$ cat src/rtl/seg_pkg.sv
// Shared constants for the BCD seven-segment scanner: nibble fields, segment patterns, digit index.
package seg_pkg;

  localparam int unsigned NIB_W    = 4;
  localparam int unsigned BCD_W    = 12;
  localparam int unsigned SEG_W    = 7;
  localparam int unsigned AN_W     = 3;
  localparam int unsigned HUND_LSB = 8;
  localparam int unsigned TENS_LSB = 4;
  localparam int unsigned UNIT_LSB = 0;

  // Active-low patterns, bit order {g,f,e,d,c,b,a}
  localparam logic [SEG_W-1:0] SEG_BLANK = 7'h7F;
  localparam logic [SEG_W-1:0] SEG_DASH  = 7'h3F;
  localparam logic [SEG_W-1:0] SEG_0     = 7'h40;
  localparam logic [SEG_W-1:0] SEG_1     = 7'h79;
  localparam logic [SEG_W-1:0] SEG_2     = 7'h24;
  localparam logic [SEG_W-1:0] SEG_3     = 7'h30;
  localparam logic [SEG_W-1:0] SEG_4     = 7'h19;
  localparam logic [SEG_W-1:0] SEG_5     = 7'h12;
  localparam logic [SEG_W-1:0] SEG_6     = 7'h02;
  localparam logic [SEG_W-1:0] SEG_7     = 7'h78;
  localparam logic [SEG_W-1:0] SEG_8     = 7'h00;
  localparam logic [SEG_W-1:0] SEG_9     = 7'h10;

  typedef enum logic [1:0] {
    DIG_UNITS = 2'd0,
    DIG_TENS  = 2'd1,
    DIG_HUND  = 2'd2
  } dig_idx_e;

endpackage

$ cat src/rtl/bcd_to_seg.sv
// Combinational BCD nibble to active-low seven-segment decoder; non-BCD nibbles show a dash.
module bcd_to_seg
  import seg_pkg::*;
(
  input  logic [NIB_W-1:0] i_nib,
  output logic [SEG_W-1:0] o_seg_n_c
);

  always_comb begin
    o_seg_n_c = SEG_DASH;
    case (i_nib)
      4'd0:    o_seg_n_c = SEG_0;
      4'd1:    o_seg_n_c = SEG_1;
      4'd2:    o_seg_n_c = SEG_2;
      4'd3:    o_seg_n_c = SEG_3;
      4'd4:    o_seg_n_c = SEG_4;
      4'd5:    o_seg_n_c = SEG_5;
      4'd6:    o_seg_n_c = SEG_6;
      4'd7:    o_seg_n_c = SEG_7;
      4'd8:    o_seg_n_c = SEG_8;
      4'd9:    o_seg_n_c = SEG_9;
      default: o_seg_n_c = SEG_DASH;
    endcase
  end

endmodule

$ cat src/rtl/bcd_seg_scanner.sv
// Three-digit multiplexed seven-segment driver with per-slot anti-ghost blanking and frame pulse.
// Build option: LEADING_ZERO_BLANK_EN suppresses leading-zero hundreds/tens digits.
module bcd_seg_scanner
  import seg_pkg::*;
#(
  parameter int unsigned CLK_DIV      = 50000,
  parameter int unsigned BLANK_CYCLES = 2
) (
  input  logic             clk,
  input  logic             rst_n,
  input  logic [BCD_W-1:0] bcd_in,
  input  logic             load,
  output logic [SEG_W-1:0] seg_n,
  output logic [AN_W-1:0]  an_n,
  output logic             frame_done
);

  localparam int unsigned CNT_W = (CLK_DIV > 1) ? $clog2(CLK_DIV) : 1;

  logic [CNT_W-1:0] r_cnt;
  dig_idx_e         r_idx;
  logic [BCD_W-1:0] r_hold;

  logic             w_cnt_wrap;
  logic [NIB_W-1:0] w_nib;
  logic [SEG_W-1:0] w_seg_n;
  logic [AN_W-1:0]  w_an_sel_n;
  logic             w_dig_blank;
  logic             w_lit;

  assign w_cnt_wrap = (r_cnt == CNT_W'(CLK_DIV - 1));

  // Hold register
  always_ff @(posedge clk or negedge rst_n) begin
    if (!rst_n) begin
      r_hold <= '0;
    end else if (load) begin
      r_hold <= bcd_in;
    end
  end

  // Slot counter and digit index; an illegal index recovers to units
  always_ff @(posedge clk or negedge rst_n) begin
    if (!rst_n) begin
      r_cnt <= '0;
      r_idx <= DIG_UNITS;
    end else begin
      r_cnt <= w_cnt_wrap ? '0 : r_cnt + CNT_W'(1);
      case (r_idx)
        DIG_UNITS: r_idx <= w_cnt_wrap ? DIG_TENS  : DIG_UNITS;
        DIG_TENS:  r_idx <= w_cnt_wrap ? DIG_HUND  : DIG_TENS;
        DIG_HUND:  r_idx <= w_cnt_wrap ? DIG_UNITS : DIG_HUND;
        default:   r_idx <= DIG_UNITS;
      endcase
    end
  end

  always_comb begin
    w_nib      = r_hold[UNIT_LSB +: NIB_W];
    w_an_sel_n = 3'b111;
    case (r_idx)
      DIG_UNITS: begin w_nib = r_hold[UNIT_LSB +: NIB_W]; w_an_sel_n = 3'b110; end
      DIG_TENS:  begin w_nib = r_hold[TENS_LSB +: NIB_W]; w_an_sel_n = 3'b101; end
      DIG_HUND:  begin w_nib = r_hold[HUND_LSB +: NIB_W]; w_an_sel_n = 3'b011; end
      default:   begin w_nib = r_hold[UNIT_LSB +: NIB_W]; w_an_sel_n = 3'b111; end
    endcase
  end

`ifdef LEADING_ZERO_BLANK_EN
  // Tens is only a leading zero when hundreds is also zero
  assign w_dig_blank = ((r_idx == DIG_HUND) && (r_hold[HUND_LSB +: NIB_W] == '0)) ||
                       ((r_idx == DIG_TENS) && (r_hold[TENS_LSB +: 2*NIB_W] == '0));
`else
  assign w_dig_blank = 1'b0;
`endif

  assign w_lit = (r_cnt >= CNT_W'(BLANK_CYCLES)) && !w_dig_blank && (w_an_sel_n != 3'b111);

  bcd_to_seg u_bcd_to_seg (
    .i_nib     (w_nib),
    .o_seg_n_c (w_seg_n)
  );

  // Registered display outputs
  always_ff @(posedge clk or negedge rst_n) begin
    if (!rst_n) begin
      seg_n      <= SEG_BLANK;
      an_n       <= 3'b111;
      frame_done <= 1'b0;
    end else begin
      seg_n      <= w_lit ? w_seg_n : SEG_BLANK;
      an_n       <= w_lit ? w_an_sel_n : 3'b111;
      frame_done <= w_cnt_wrap && (r_idx == DIG_HUND);
    end
  end

endmodule

$ cat config.mk
export PLATFORM = sky130hd
export DESIGN_NAME = bcd_seg_scanner
export DESIGN_NICKNAME = d
export VERILOG_FILES = /design/src/rtl/seg_pkg.sv /design/src/rtl/bcd_to_seg.sv /design/src/rtl/bcd_seg_scanner.sv
export SDC_FILE = /design/constraint.sdc
export NUM_CORES = 1
export LEC_CHECK = 0
export ABC_AREA = 1
export CAP_MARGIN = 30
export CORE_ASPECT_RATIO = 0.75
export CORE_MARGIN = 8
export CORE_UTILIZATION = 55
export CTS_BUF_LIST = sky130_fd_sc_hd__clkbuf_8
export CTS_CLUSTER_DIAMETER = 200
export DETAILED_ROUTE_END_ITERATION = 8
export GPL_ROUTABILITY_DRIVEN = 0
export GPL_TIMING_DRIVEN = 0
export PLACE_DENSITY = 0.89
export SYNTH_ARGS = -nofsm -noshare
export SYNTH_HDL_FRONTEND = slang
export SYNTH_SLANG_ARGS = --single-unit
export TNS_END_PERCENT = 50
$ cat constraint.sdc
create_clock -name clk -period 2.4 [get_ports clk]
set_clock_uncertainty 0.05 [all_clocks]
set_input_delay 0.48 -clock clk [delete_from_list [all_inputs] [get_ports clk]]
set_output_delay 0.48 -clock clk [all_outputs]
set_load 0.02 [all_outputs]
## Yosys cells after proc, flatten, opt, wreduce, memory -nomap -nowiden

Memory sizes are Yosys's and may differ from the RTL's.
Index checks and enable logic that the tools add are counted.

- Word-level logic and storage cells: 25
- Bits of input ports: 15
- Memories: 1
- Output and inout bits: 11
- Memory bits (read-only): 112
- Register bits after elaboration: 41

Memory list:

| memory | depth | width | rd ports | clocked after memory_dff | write ports | line | RTL |
|---|---|---|---|---|---|---|---|
| (name not given) | 16 | 7 | 1 | 0 | 0 | bcd_to_seg.sv:11 | `case (i_nib)` |

- Order comparisons: 1
- Eq/ne operators: 4
- Multiplexer cells: 9
- $add $sub $neg: 1
- Reductions and logical operators: 3

Operator list:

| cell | count |
|---|---|
| adder 16 x 1 -> 16 bit (second input constant) | 1 |
| == test 16 bit (second input constant) | 1 |
| >= comparator 16 x 2 -> 1 bit (second input constant) | 1 |
| two-way mux 16 bit | 1 |
| one-hot mux 3 bit (3 select lines) | 1 |
| one-hot mux 4 bit (2 select lines) | 1 |
| two-way mux 7 bit | 1 |
| one-hot mux 2 bit (3 select lines) | 1 |
| two-way mux 2 bit | 2 |
| two-way mux 3 bit | 1 |
| != test 3 bit (second input constant) | 1 |
| == test 2 x 1 -> 1 bit (second input constant) | 1 |
| == test 2 bit (second input constant) | 1 |
| logical AND 1 bit | 2 |
| logical NOT 2 bit | 1 |
| two-way mux 1 bit | 1 |

## Logic depth before layout (Yosys ltp)

Gate-level depths: netlist of the first run.

- Word-level depth: 5
- Mapped depth: 12
- Gate-level depth less buffers: 12

## Cells and area by module

From an unflattened synthesis of the first run, not the netlist that was laid out.

- Cells, all modules: 272
- Area total of the unflattened synthesis: 2222.1 um^2

By module, submodules not included:

| module | instances | sequential area each (um^2) | cells an instance | area an instance (um^2) |
|---|---|---|---|---|
| bcd_seg_scanner | 1 | 1038.5 | 237 | 2035.7 |
| bcd_to_seg | 1 | 0.0 | 35 | 186.4 |

## Worst setup path before layout of the first run

Ideal clock, no wire load.

- Path type: reg-to-reg
- Start: register r_idx[0]
- End: register seg_n[5]
- Buffers on the path: 0
- Path slack: 568 ps
- Cell stages (with the launch flop): 13
- Clock period less this slack: 1832 ps
- Data arrival time: 1699 ps
- Setup time: 83 ps
- Data required time: 2267 ps
- Path through: dfrtp_1 inv_1 ha_1 inv_2 nand2_1 nand2_1 inv_1 ha_1 nand3b_1 nand2_1 inv_1 nand2_1 nand2_1

- Word-level cells in the longest chain between the ends: 5
- Elaborated cells on any way between the ends: 9
- Those cells by class: eq/ne: 3; mux: 3; reduce/logical: 2; memory: 1

RTL lines:

| item | line | RTL |
|---|---|---|
| start, declared | bcd_seg_scanner.sv:21 | `dig_idx_e r_idx;` |
| start signal, assigned | bcd_seg_scanner.sv:50 | `DIG_UNITS: r_idx <= w_cnt_wrap ? DIG_TENS : DIG_UNITS;` |
| start signal, assigned | bcd_seg_scanner.sv:51 | `DIG_TENS: r_idx <= w_cnt_wrap ? DIG_HUND : DIG_TENS;` |
| start signal, assigned | bcd_seg_scanner.sv:52 | `DIG_HUND: r_idx <= w_cnt_wrap ? DIG_UNITS : DIG_HUND;` |
| parallel branches: the longest is 4 deep, another holds memory (16 x 7 bit) | -- |  |
| two-way mux 7 bit * | bcd_seg_scanner.sv:91 | `seg_n <= w_lit ? w_seg_n : SEG_BLANK;` |
| end signal, assigned | bcd_seg_scanner.sv:91 |  |
| end, declared | bcd_seg_scanner.sv:13 | `output logic [SEG_W-1:0] seg_n,` |

Every way passes the cells marked *.
A chain may end at the register's enable or synchronous reset.

## Worst setup path after layout of the first run

Same ends and word-level chain as after synthesis.

==> results of run 1 <==
-- worst register-to-register path, delay by kind of cell, from the launching register on --
| family | cells | cell delay, ns |
|---|---|---|
| AND/OR/NAND/NOR | 6 | 0.58 |
| flip-flops | 1 | 0.41 |
| buffers and inverters | 4 | 0.42 |
| adder cells (fa/ha/maj) | 2 | 0.57 |
-- layout make-up --
cell class                 instances  area, um2
fill                             329       1334
sequential                        41       1039
multi-input combinational        183       1027
timing repair buffer              24      235.2
inverter                          34      130.1
clock buffer                       5      68.82
tap                               55      68.82
clock inverter                     3      41.29
buffer                             2      10.01
-- synthesized netlist by cell type --
cell type / n / area, um2
nor3_4: 1 / 16.27
dfrtp_1: 31 / 775.7
buf_2: 2 / 10.01
xor2_1: 6 / 52.55
o21ai_4: 1 / 16.27
a21oi_2: 1 / 8.760
a21oi_1: 2 / 10.01
nand3_1: 18 / 90.09
nor2_4: 3 / 33.78
inv_1: 30 / 112.6
nor2_2: 1 / 6.260
nand2_2: 9 / 56.30
nand2_1: 72 / 270.3
inv_2: 2 / 7.510
o21ai_1: 1 / 5.000
clkinv_2: 2 / 10.01
ha_1: 11 / 137.6
and2_1: 1 / 6.260
o21ai_0: 4 / 20.02
o22ai_1: 1 / 6.260
nor3_1: 2 / 10.01
nand4_2: 1 / 12.51
nand4_1: 2 / 12.51
mux2_2: 8 / 90.09
nand3b_1: 1 / 7.510
nor2_1: 33 / 123.9
nand3_2: 2 / 20.02
o21bai_1: 2 / 15.01
dfstp_2: 10 / 262.8
-- cells by family after synthesis --
kind of cell,after synthesis,share of synthesized area (%)
muxes,8,4.084
DFF,41,47.08
AOI/OAI and AO/OA,12,3.687
and+or+nand+nor,146,30.18
adders and majority gates,11,6.239
xor gates and xnor gates,6,2.382
buffers and inverters,36,6.353
-- worst paths after layout --
check / from / end
hold / removal: rst_n / r_cnt[3]
min in group clk: r_hold[6] / r_hold[6]
hold reg to reg: r_hold[6] / r_hold[6]
setup reg to reg: r_idx[0] / seg_n[5]
setup / recovery: r_idx[0] / seg_n[5]
max in group asynchronous: rst_n / r_idx[1]
-- power by group --
part	switching (mW)	total (mW)	internal (mW)
logic	0.102	0.187	0.0852
registers	0.0134	0.754	0.741
clock network	0.238	0.543	0.306
total	0.353	1.48	1.13
-- layer usage --
layer / wire [um] / vias to the layer above / global-route usage (%)
met4: 104 / 0 / 8.456
met2: 1897 / 34 / 22.31
met1: 2006 / 798 / 19.11
met3: 173 / 9 / 3.472
li1: - / 868 / -
met5: 0 / - / 0
-- state kept, by name, indices dropped and copies added, names as in the netlist --
name,flops
an_n,3
frame_done,1
r_cnt,16
r_hold,12
r_idx,2
seg_n,7
-- through the flow --
stage / cell area, um2 / cells
floorplan: 2206 / 260
global placement: 2515 / 339
detailed placement: 2510 / 339
CTS: 2620 / 347
global route: 2620 / 347
finish: 2620 / 347
==> qor.txt, run 1 <==
clock root buffer - clkbuf_8
die area - 6314 um2
vias in the first global route - 1714
worst relative slew slack - 41.81%
cts repair resizes - 0
final setup fails - 0
Final #Nets - 317
CP max stage cell - dfrtp_1
WP data arrival - 2.28 ns
most frequent CP cell - nand2_1
Fin Setup TNS - 0 ns
Via density - 4.925
Ant. Diodes - 0
Port Buf Inserts - 24
RSZ-0062 raised after global routing - no
ratio of cells with drive above 1 in the final layout - 17.47%
drt initial violations - 113
Leakage - 1.299 nW
CP Class - reg2reg
GRT Total Usage - 14.89%
CTS tree - built
Initial Util - 55.79%
post-CTS setup repair buffer count - 0
WL per Instance - 12.05 um
core area - 3954 um2
CP endpoint kind - flop
Max-Cap Viols - 0
CP Buf/Inv Count - 4
final setup margin - 0.2898 ns
cells on worst reg2reg path - 12
post-layout util - 66.27%
CP Launch Type - flop
DRT Pass-1 Iters - 4
Crit path largest cell delay - 0.41 ns
synthesized flop and latch total - 41
Tcrit/Tclk final - 87.92%
register area share after synthesis - 47.08%
post-route ant nets - 0
Reg clk slew, reported paths - 0.08 ns
Mapped Nets - 286
CTS Buffer Depth - 2
GRT overflow - 0
Fmax - 0.4739 GHz
status - completed
commonest non-fill, non-tap cell in the layout - nand2_1
clock sinks - 41
CTS Buf Count - 5
Post-DP HPWL - 3.127 mm
DR vias - 1709
Post-Synthesis Cells - 260
largest net degree at the start of global routing - 42
Residual DRC - 0
clk_lat worst skew - 0.30 ns
cts hold-fix bufs - 0
WP depth - 12
Avg Cell Area, Syn - 8.484 um2
worst-path maximum fanout - 6
Layout area overhead - 18.77%
VDD IR max - 0.3565 mV
IO Pins - 26
antenna violations before repair - 0
first-pass GRT wire length - 7.376 mm
fin crit period - 2.110 ns
DIE HEIGHT - 70.85 um
Synthesis Warnings - 0
total power - 1.484 mW
chip width - 89.13 um
Final Hold Slack - 0.2446 ns
FP Rows - 20
H-Tree Depth - 2
most frequent cells in the layout - nand2_1 (72), nor2_1 (33), dfrtp_1 (31)
setup slack, reg-to-reg - 0.29 ns
Netlist cell types - 29
critical path's top delay family - simple AND/OR/NAND/NOR gates
Slew Viols, Final - 0
WP data required - 2.57 ns
Routed WL - 4.182 mm
worst hold path class - in2async
pwr/cell area - 566.6 nW/um2
final hold viol count - 0
Setup WS pre-CTS - 0.3306 ns
Tightest Pin Transition - 0.8728 ns
synthesized cell area - 2206 um2
worst-path cell chain - inv_1, ha_1, inv_2, nand2_1, nand2_1, inv_1, ha_1, nand3b_1, nand2_1, inv_1, nand2_1, nand2_1
(Power assumes the default switching activity.)
==> run 2: changes to the inputs <==
clock period = 2.5 ns   (was 2.4 ns; I/O delays follow)
==> results of run 2 <==
The final DEF is identical to that of run 1. Status: completed.
Among the figures that moved: setup slack after placement 0.3306 ns -> 0.4306 ns; setup slack after layout 0.2898 ns -> 0.3898 ns; hold slack 0.2446 ns -> 0.2646 ns; register-to-register setup slack 0.29 ns -> 0.39 ns; total power 1.484 mW -> 1.425 mW; worst IR drop on VDD 0.3565 mV -> 0.3423 mV
==> run 3: changes to the inputs <==
CORE_UTILIZATION = 52   (was 55)
PLACE_DENSITY = 0.88   (was 0.89)
clock period = 1.77 ns   (was 2.5 ns; I/O delays follow)
==> qor.txt, run 3 (synthesis results as in run 1) <==
IO Pins - 26
Final #Nets - 326
clk_lat worst skew - 0.30 ns
Residual DRC - 0
Tightest Pin Transition - 0.8768 ns
antenna violations before repair - 0
Leakage - 1.358 nW
Port Buf Inserts - 24
WL per Instance - 12.96 um
Slew Viols, Final - 0
worst-path maximum fanout - 6
final hold viol count - 0
Post-DP HPWL - 3.258 mm
post-layout util - 67.35%
Tcrit/Tclk final - 98.30%
Via density - 5.056
GRT Total Usage - 14.03%
chip width - 91.21 um
Layout area overhead - 23.77%
clock root buffer - clkbuf_8
Gate power share - 13.9%
top flop regs - r_cnt: 16 flops, r_hold: 12 flops, seg_n: 7 flops
final setup fails - 0
DIE HEIGHT - 72.41 um
CP endpoint kind - flop
CP Launch Type - flop
Reg clk slew, reported paths - 0.08 ns
Max-Cap Viols - 0
most frequent cells in the layout - nand2_1 (69), nor2_1 (33), dfrtp_1 (29)
worst-path cell chain - inv_4, ha_4, inv_6, buf_4, o21ai_4, a21oi_1, nor2_2, nand2_1
Initial Util - 54.41%
total power - 1.864 mW
drt initial violations - 99
commonest non-fill, non-tap cell in the layout - nand2_1
fin crit period - 1.740 ns
FP Rows - 20
WP data required - 1.93 ns
status - completed
vias in the first global route - 1643
CTS Buf Count - 5
Fmax - 0.5747 GHz
VDD IR max - 0.4613 mV
Seq pwr share - 54.8%
worst hold path class - in2async
Biggest register - r_cnt
pwr/cell area - 682.9 nW/um2
first-pass GRT wire length - 7.465 mm
Crit path largest cell delay - 0.44 ns
critical path's top delay family - flip-flops
clock sinks - 41
CP Class - reg2reg
H-Tree Depth - 2
GRT overflow - 0
DR vias - 1800
core area - 4054 um2
internal power - 1.386 mW
CTS tree - built
CP Buf/Inv Count - 3
CP max stage cell - dfrtp_2
ratio of cells with drive above 1 in the final layout - 24.25%
clock network fraction of total power - 31.3%
Ant. Diodes - 0
cts hold-fix bufs - 0
DRT Pass-1 Iters - 5
die area - 6604 um2
WP data arrival - 1.90 ns
worst relative slew slack - 41.55%
Sw Pwr - 0.4783 mW
Worst R2R End - seg_n[0]
post-route ant nets - 0
switching part of the total - 25.66%
CTS Buffer Depth - 2
setup slack, reg-to-reg - 0.03 ns
CP startpoint - r_idx[0]
max reg flops - 16
Routed WL - 4.612 mm
FF-to-FF Start - r_idx[0]
largest net degree at the start of global routing - 42
cells on worst reg2reg path - 8
[run 3: changes by cell type in the layout (fill, tap and decap cells not counted), moves of 3 or more]
cell,previous run,this run
inv_4,0,3
nand2_1,72,69
dlygate4sd2_1,0,10
inv_1,30,27
ha_1,11,8
ha_4,0,3
buf_4,0,9
clkdlybuf4s50_1,23,13
[run 3: cell type report]
type	count	area (um2)
flip-flops and latches	41	1041
multi-input cells	183	1095
inverters	34	142.6
well taps	55	68.82
repair buffers	33	290.3
plain buffers	2	10.01
fillers	304	1324
clock inverters	3	13.76
clock buffers	5	68.82
[run 3: how the worst max path moves through the flow]
stage / slack [ns] / cells after the start / end
after floorplan: 0.001 / 12 / seg_n[5]
after global placement: -0.67 / 1 / frame_done
after detailed placement: -0.20 / 12 / seg_n[5]
after CTS: -0.01 / 12 / seg_n[5]
after global routing: -0.01 / 12 / seg_n[5]
final: 0.03 / 8 / seg_n[0]
[run 3: repair_timing]
action                     4_1_cts  5_1_grt
resized for setup               21       11
setup buffers                    2        7
setup endpoints to repair       17        6
pin swaps                        1        7
[run 3: power by group through the flow]
stage	Sequential [mW]	Combinational (mW)	Clock (mW)
after floorplan	1.07	0.103	0
after global placement	1.04	0.247	0
after detailed placement	1.04	0.253	0
after CTS	1.02	0.240	0.588
after global routing	1.03	0.289	0.633
final	1.02	0.260	0.583
[run 3: per-stage QoR]
stage          TNS (ns)  setup slack (ns)  hold slack [ns]  cells  instance area, um2
6_report              0           0.03000           0.1146    356                2730
2_1_floorplan         0         0.0009815         0.008409    260                2218
5_1_grt        -0.03978         -0.009813           0.1926    356                2730
3_5_place_dp    -0.8771           -0.1999           0.4429    339                2522
4_1_cts        -0.01540          -0.01237           0.1440    349                2641
3_3_place_gp     -24.01           -0.6673           0.4237    339                2527
[run 3: metal layers]
layer / vias to the layer above / routed length [um] / global-route usage (%)
li1: 885 / - / -
met1: 842 / 2082 / 18.36
met2: 60 / 2108 / 20.79
met3: 13 / 328 / 4.124
met4: 0 / 93 / 6.691
met5: - / 0 / 0
